--- src/rtl/vga_timing.sv ---
// vga_timing: raster timing generator for a VGA output.
//   Counts pixels (h) and lines (v), decodes sync, display-enable and pixel
//   coordinates, and registers every pin (one cycle behind the counters).
//   A run/stop handshake starts and stops at frame boundaries. After start,
//   WARM_FRAMES blanked frames are sent so the monitor can lock before video.
// Ports:
//   clk_i        pixel clock
//   rst_i        synchronous active-high reset
//   run_i        level request: 1 = generate timing, 0 = stop at end of frame
//   line_sel_i   target line for line_irq_o (only with VGA_TIMING_LINE_IRQ_EN)
//   line_irq_o   1-cycle pulse at h=0 of line line_sel_i (only with VGA_TIMING_LINE_IRQ_EN)
//   busy_o       1 while not idle
//   hsync_o      horizontal sync, active level H_POL
//   vsync_o      vertical sync, active level V_POL
//   de_o         display enable
//   x_o, y_o     pixel coordinates, zero outside the active area
//   sof_o        1-cycle pulse with the first pixel of each shown frame
// Optional feature: define VGA_TIMING_LINE_IRQ_EN to add the line interrupt.
module vga_timing #(
    parameter int unsigned H_ACTIVE    = 640,
    parameter int unsigned H_FP        = 16,
    parameter int unsigned H_SYNC      = 96,
    parameter int unsigned H_BP        = 48,
    parameter int unsigned V_ACTIVE    = 480,
    parameter int unsigned V_FP        = 10,
    parameter int unsigned V_SYNC      = 2,
    parameter int unsigned V_BP        = 33,
    parameter bit          H_POL       = 1'b0,
    parameter bit          V_POL       = 1'b0,
    parameter int unsigned WARM_FRAMES = 2,
    parameter int unsigned CW          = 11
) (
    input  logic          clk_i,
    input  logic          rst_i,
    input  logic          run_i,
`ifdef VGA_TIMING_LINE_IRQ_EN
    input  logic [CW-1:0] line_sel_i,
    output logic          line_irq_o,
`endif
    output logic          busy_o,
    output logic          hsync_o,
    output logic          vsync_o,
    output logic          de_o,
    output logic [CW-1:0] x_o,
    output logic [CW-1:0] y_o,
    output logic          sof_o
);

    localparam int unsigned H_TOTAL = H_ACTIVE + H_FP + H_SYNC + H_BP;
    localparam int unsigned V_TOTAL = V_ACTIVE + V_FP + V_SYNC + V_BP;
    localparam int unsigned HS_BEG  = H_ACTIVE + H_FP;
    localparam int unsigned HS_END  = H_ACTIVE + H_FP + H_SYNC;
    localparam int unsigned VS_BEG  = V_ACTIVE + V_FP;
    localparam int unsigned VS_END  = V_ACTIVE + V_FP + V_SYNC;
    // Zero warm-up frames still needs a 1-bit (unused) counter.
    localparam int unsigned WCW     = (WARM_FRAMES > 0) ? $clog2(WARM_FRAMES + 1) : 1;

    typedef enum logic [1:0] {
        S_IDLE   = 2'd0,
        S_WARMUP = 2'd1,
        S_RUN    = 2'd2,
        S_DRAIN  = 2'd3
    } state_e;

    state_e         state_q, state_d;
    logic [CW-1:0]  h_q, h_d;
    logic [CW-1:0]  v_q, v_d;
    logic [WCW-1:0] wcnt_q, wcnt_d;

    logic           busy_q, busy_d;
    logic           hsync_q, hsync_d;
    logic           vsync_q, vsync_d;
    logic           de_q, de_d;
    logic [CW-1:0]  x_q, x_d;
    logic [CW-1:0]  y_q, y_d;
    logic           sof_q, sof_d;

    logic           line_end;
    logic           frame_end;
    logic           act;
    logic           hs_on;
    logic           vs_on;
    logic           live;
    logic           show;
    logic           warm_done;

    // Position decode from the current counter values.
    always_comb begin
        line_end  = (h_q == CW'(H_TOTAL - 1));
        frame_end = line_end && (v_q == CW'(V_TOTAL - 1));
        act       = (32'(h_q) < H_ACTIVE) && (32'(v_q) < V_ACTIVE);
        hs_on     = (32'(h_q) >= HS_BEG) && (32'(h_q) < HS_END);
        vs_on     = (32'(v_q) >= VS_BEG) && (32'(v_q) < VS_END);
        warm_done = (32'(wcnt_q) + 32'd1) >= WARM_FRAMES;
    end

    // Next state, counters and pin values.
    always_comb begin
        state_d = state_q;
        h_d     = h_q;
        v_d     = v_q;
        wcnt_d  = wcnt_q;

        if (state_q == S_IDLE) begin
            h_d    = '0;
            v_d    = '0;
            wcnt_d = '0;
            if (run_i) begin
                state_d = (WARM_FRAMES > 0) ? S_WARMUP : S_RUN;
            end
        end else begin
            if (line_end) begin
                h_d = '0;
                v_d = frame_end ? '0 : v_q + CW'(1);
            end else begin
                h_d = h_q + CW'(1);
            end
        end

        case (state_q)
            S_WARMUP: begin
                if (!run_i) begin
                    state_d = S_DRAIN;
                end else if (frame_end) begin
                    // Saturating count of completed blanked frames.
                    if (32'(wcnt_q) < WARM_FRAMES) begin
                        wcnt_d = wcnt_q + WCW'(1);
                    end
                    if (warm_done) begin
                        state_d = S_RUN;
                    end
                end
            end
            S_RUN: begin
                if (!run_i) begin
                    state_d = S_DRAIN;
                end
            end
            S_DRAIN: begin
                // A renewed request resumes mid-frame without restart or warm-up.
                if (run_i) begin
                    state_d = S_RUN;
                end else if (frame_end) begin
                    state_d = S_IDLE;
                end
            end
            default: ;
        endcase

        live    = (state_q != S_IDLE);
        show    = (state_q == S_RUN) || (state_q == S_DRAIN);
        busy_d  = live;
        hsync_d = (live && hs_on) ? H_POL : ~H_POL;
        vsync_d = (live && vs_on) ? V_POL : ~V_POL;
        de_d    = show && act;
        x_d     = (show && act) ? h_q : '0;
        y_d     = (show && act) ? v_q : '0;
        sof_d   = show && (h_q == '0) && (v_q == '0);
    end

    always_ff @(posedge clk_i) begin
        if (rst_i) begin
            state_q <= S_IDLE;
            h_q     <= '0;
            v_q     <= '0;
            wcnt_q  <= '0;
            busy_q  <= 1'b0;
            hsync_q <= ~H_POL;
            vsync_q <= ~V_POL;
            de_q    <= 1'b0;
            x_q     <= '0;
            y_q     <= '0;
            sof_q   <= 1'b0;
        end else begin
            state_q <= state_d;
            h_q     <= h_d;
            v_q     <= v_d;
            wcnt_q  <= wcnt_d;
            busy_q  <= busy_d;
            hsync_q <= hsync_d;
            vsync_q <= vsync_d;
            de_q    <= de_d;
            x_q     <= x_d;
            y_q     <= y_d;
            sof_q   <= sof_d;
        end
    end

    assign busy_o  = busy_q;
    assign hsync_o = hsync_q;
    assign vsync_o = vsync_q;
    assign de_o    = de_q;
    assign x_o     = x_q;
    assign y_o     = y_q;
    assign sof_o   = sof_q;

`ifdef VGA_TIMING_LINE_IRQ_EN
    logic [CW-1:0] sel_q, sel_d;
    logic          irq_q, irq_d;

    // Target line is captured at the end of the preceding line (and while idle,
    // so line 0 of the first frame has a valid target).
    always_comb begin
        sel_d = ((state_q == S_IDLE) || line_end) ? line_sel_i : sel_q;
        irq_d = show && (h_q == '0) && (v_q == sel_q) && (32'(sel_q) < V_TOTAL);
    end

    always_ff @(posedge clk_i) begin
        if (rst_i) begin
            sel_q <= '0;
            irq_q <= 1'b0;
        end else begin
            sel_q <= sel_d;
            irq_q <= irq_d;
        end
    end

    assign line_irq_o = irq_q;
`endif

endmodule

--- config.mk ---
export PLATFORM = sky130hd
export DESIGN_NAME = vga_timing
export DESIGN_NICKNAME = d
export VERILOG_FILES = /design/src/rtl/vga_timing.sv
export SDC_FILE = /design/constraint.sdc
export NUM_CORES = 1
export LEC_CHECK = 0
export CAP_MARGIN = 20
export CELL_PAD_IN_SITES_DETAIL_PLACEMENT = 0
export CELL_PAD_IN_SITES_GLOBAL_PLACEMENT = 2
export CORE_UTILIZATION = 31
export CTS_BUF_LIST = sky130_fd_sc_hd__clkbuf_2
export CTS_CLUSTER_DIAMETER = 120
export DETAILED_ROUTE_END_ITERATION = 10
export PLACE_DENSITY = 0.86
export SYNTH_ARGS = -nofsm -noshare
export SYNTH_HDL_FRONTEND = slang
export SYNTH_SLANG_ARGS = --single-unit
--- constraint.sdc ---
create_clock -name clk_i -period 2.2 [get_ports clk_i]
set_clock_uncertainty 0.2 [all_clocks]
set_input_delay 0.33 -clock clk_i [delete_from_list [all_inputs] [get_ports clk_i]]
set_output_delay 0.33 -clock clk_i [all_outputs]
set_load 0.005 [all_outputs]
==> run_results.csv <==
group,metric,value,unit
outcome,status,"finished, final reports clean",
yosys,synth_ff_type,"dfxtp_1",
placed_design,hpwl,3.43,mm
yosys,synth_area_leaders,"dfxtp_1 50%, and2_1 4.1%, nand4_1 4.1%, nor2_1 3.9%, xor2_1 3.7%",
floorplan,pin_count,30,
global_routing,grt_max_degree,17,
yosys,synth_fa_ha_area_frac,0.0234,
clock_tree,htree_num_levels,2,
sta,slew_violations,0,
yosys,synth-seq-cells,53,
sta,rsz0062_at_grt,"no",
critical_path,crit_required,2.39,ns
clock_tree,clk_latency,0.44,ns
power,power_density,538,mW/mm^2
clock_tree,clk_path_buf_depth,2,
global_routing,grt_use_met2,0.203,
clock_tree,numCtsBuffers,5,
final_layout,mostFrequentLayoutCell,"dfxtp_1",
global_routing,grt_pass1_wl,7.76,mm
floorplan,num_rows,29,
sta,setup-tns-final,0,ns
final_layout,nets,279,
yosys,yosysSeqAreaShare,0.497,
global_routing,grt_pass1_vias,1576,
route,drt_iter0_drc,106,
critical_path,cp.arrival,2.34,ns
floorplan,start_util,0.329,
floorplan,dieWidth,85.0,um
sta,finalHoldViolCount,0,
sta,fmax,465,MHz
route,wl,4.77,mm
route,avgViaCountPerCell,4.92,
power,ir_worst_vdd,0.206,mV
yosys,synth_top_area_cell,"dfxtp_1",
final_layout,final_cell_mix,"51 x dfxtp_1, 29 x clkdlybuf4s50_1, 22 x nor2_1",
final_layout,diodes,0,
yosys,syn-cell-area,0.00214,sq mm
final_layout,syn_to_final_growth,26.5,%
yosys,async_reset_ff_frac,0,
global_routing,grt_overflow,0,
placed_design,gp_congestion,0.815,
yosys,synthCells,225,
route,first_pass_iters,4,
clock_tree,cts.sinks,53,
route,wl_per_cell,13.6,um
sta,setup_viol,0,
global_routing,antenna_found_initial,0,
global_routing,met1_usage,0.201,
yosys,syn_area_per_cell,9.49,sq um
yosys,yosysWarningCount,0,
floorplan,core,0.00649,sq mm
critical_path,path_class,"reg -> reg",
floorplan,dieArea,0.00723,sq mm
critical_path,ff2ff_path_depth,4,
sta,post-route-period-util,0.977,
yosys,yosysUniqueCellTypes,47,
floorplan,dieHeight,85.0,um
global_routing,grt_usage,0.138,
yosys,synthMuxAreaShare,0.00469,
final_layout,finalNonFillerCells,350,
critical_path,critPathMaxFanout,6,
clock_tree,clockRootBuffer,"clkbuf_2",
critical_path,cp-start-kind,"flop",
yosys,synth_top_family_by_area,"simple AND/OR/NAND/NOR gates",
global_routing,top_usage_layer,"met2",
clock_tree,cts_tree,"done",
sta,period_minus_slack,2.15,ns
placed_design,dp.cells,341,
yosys,synth-edff-count,0,
min_path,hold_path_class,"reg -> reg",
placed_design,io_buffer_count,29,
yosys,synth_xor_area_frac,0.0574,
power,p_leak,0.000971,uW
yosys,synth_compound_area_frac,0.0668,
final_layout,drive_above_1_share,0.158,
clock_tree,holdBufCountCts,0,
flow_run,maxCapViolCount,0,
route,drc,0,
critical_path,crit_path_end_kind,"flop",
yosys,yosys.area_share.simple,0.299,
route,vias,1722,
clock_tree,cts.clk_slew.worst_paths,0.25,ns
yosys,yosysTopAreaCellShare,0.497,
min_path,whs_path_depth,1,
global_routing,grt_util_met3,0.0292,
route,ant_nets,0,
-- report_power, final --
part | total, uW | leakage [uW] | internal (uW) | switching (uW)
registers | 986 | 0.000430 | 976 | 9.76
clock network | 392 | 0.0000252 | 81.7 | 310
logic | 76.9 | 0.000516 | 35.3 | 41.5
-- final cells by class --
cell class / count / area (sq um)
flip-flops and latches: 53 / 1060
well taps: 77 / 96.3
multi-input cells: 153 / 1010
clock buffers: 6 / 30.0
repair buffers: 49 / 453
inverters: 10 / 37.5
clock inverters: 2 / 15.0
fillers: 646 / 3790
-- synthesized netlist by cell type, types with 2 or more instances --
library cell,number
a21oi_1,5
and4_1,2
or4_1,3
a21oi_2,2
inv_1,10
xnor2_1,5
nand4b_1,2
buf_4,3
buf_2,3
nor2b_1,2
o21ai_0,5
nand3_1,8
dfxtp_1,53
or3_1,5
nor3_1,5
nand4_1,14
nor2_1,22
o31ai_1,2
and3_1,4
xor2_1,9
ha_1,4
nor4_1,11
nand2_1,8
and2_1,14
clkbuf_1,2
-- sequential cells by signal (all words and copies together), names as in the netlist, 2 cells and up --
signal,cells
x_o,11
v_q,11
state_q,2
wcnt_q,2
h_q,11
y_o,11
-- worst paths after layout --
path	from	end	slack (ns)
max	h_q[5]	state_q[1]	0.05
min	h_q[0]	h_q[0]	0.29
max reg2reg	h_q[5]	state_q[1]	0.05
min reg2reg	h_q[0]	h_q[0]	0.29
-- worst max-delay path: stages, from the launching register on --
cell     delay, ns
dfxtp_1       0.37
or4b_4        0.57
or3_1         0.46
o32a_1        0.38
a21oi_1       0.14
-- per-layer routing --
metal  share of wire  routed length [um]  vias up
met5               0                   0        -
met4           0.013                  61        0
met3           0.030                 142        6
met2            0.43                2040       36
met1            0.53                2520      794
li1                -                   -      886
-- kinds of logic after synthesis --
group                      after synthesis
AOI/OAI and AO/OA                       21
xor gates and xnor gates                14
adders and majority gates                4
buffers and inverters                   21
DFF                                     53
muxes                                    1
other                                    1
and+or+nand+nor                        110
-- timing repair --
| item | CTS | global route |
|---|---|---|
| gates resized for setup | 0 | 8 |
| hold endpoints to repair | 0 | 0 |
| setup buffers | 0 | 1 |
| setup endpoints to repair | 0 | 13 |
-- per-stage QoR --
stage	area, sq um	setup slack (ns)	hold WS [ns]	total power, uW	util
floorplan	2140	0.0433	0.199	1030	-
global placement	2620	0.0957	0.241	1080	0.403
detailed placement	2620	0.0757	0.252	1080	0.403
CTS	2660	0.0179	0.287	1470	0.410
global route	2700	0.00544	0.299	1520	0.416
finish	2700	0.0516	0.287	1460	0.416
Power figures use the tool's default switching activity.
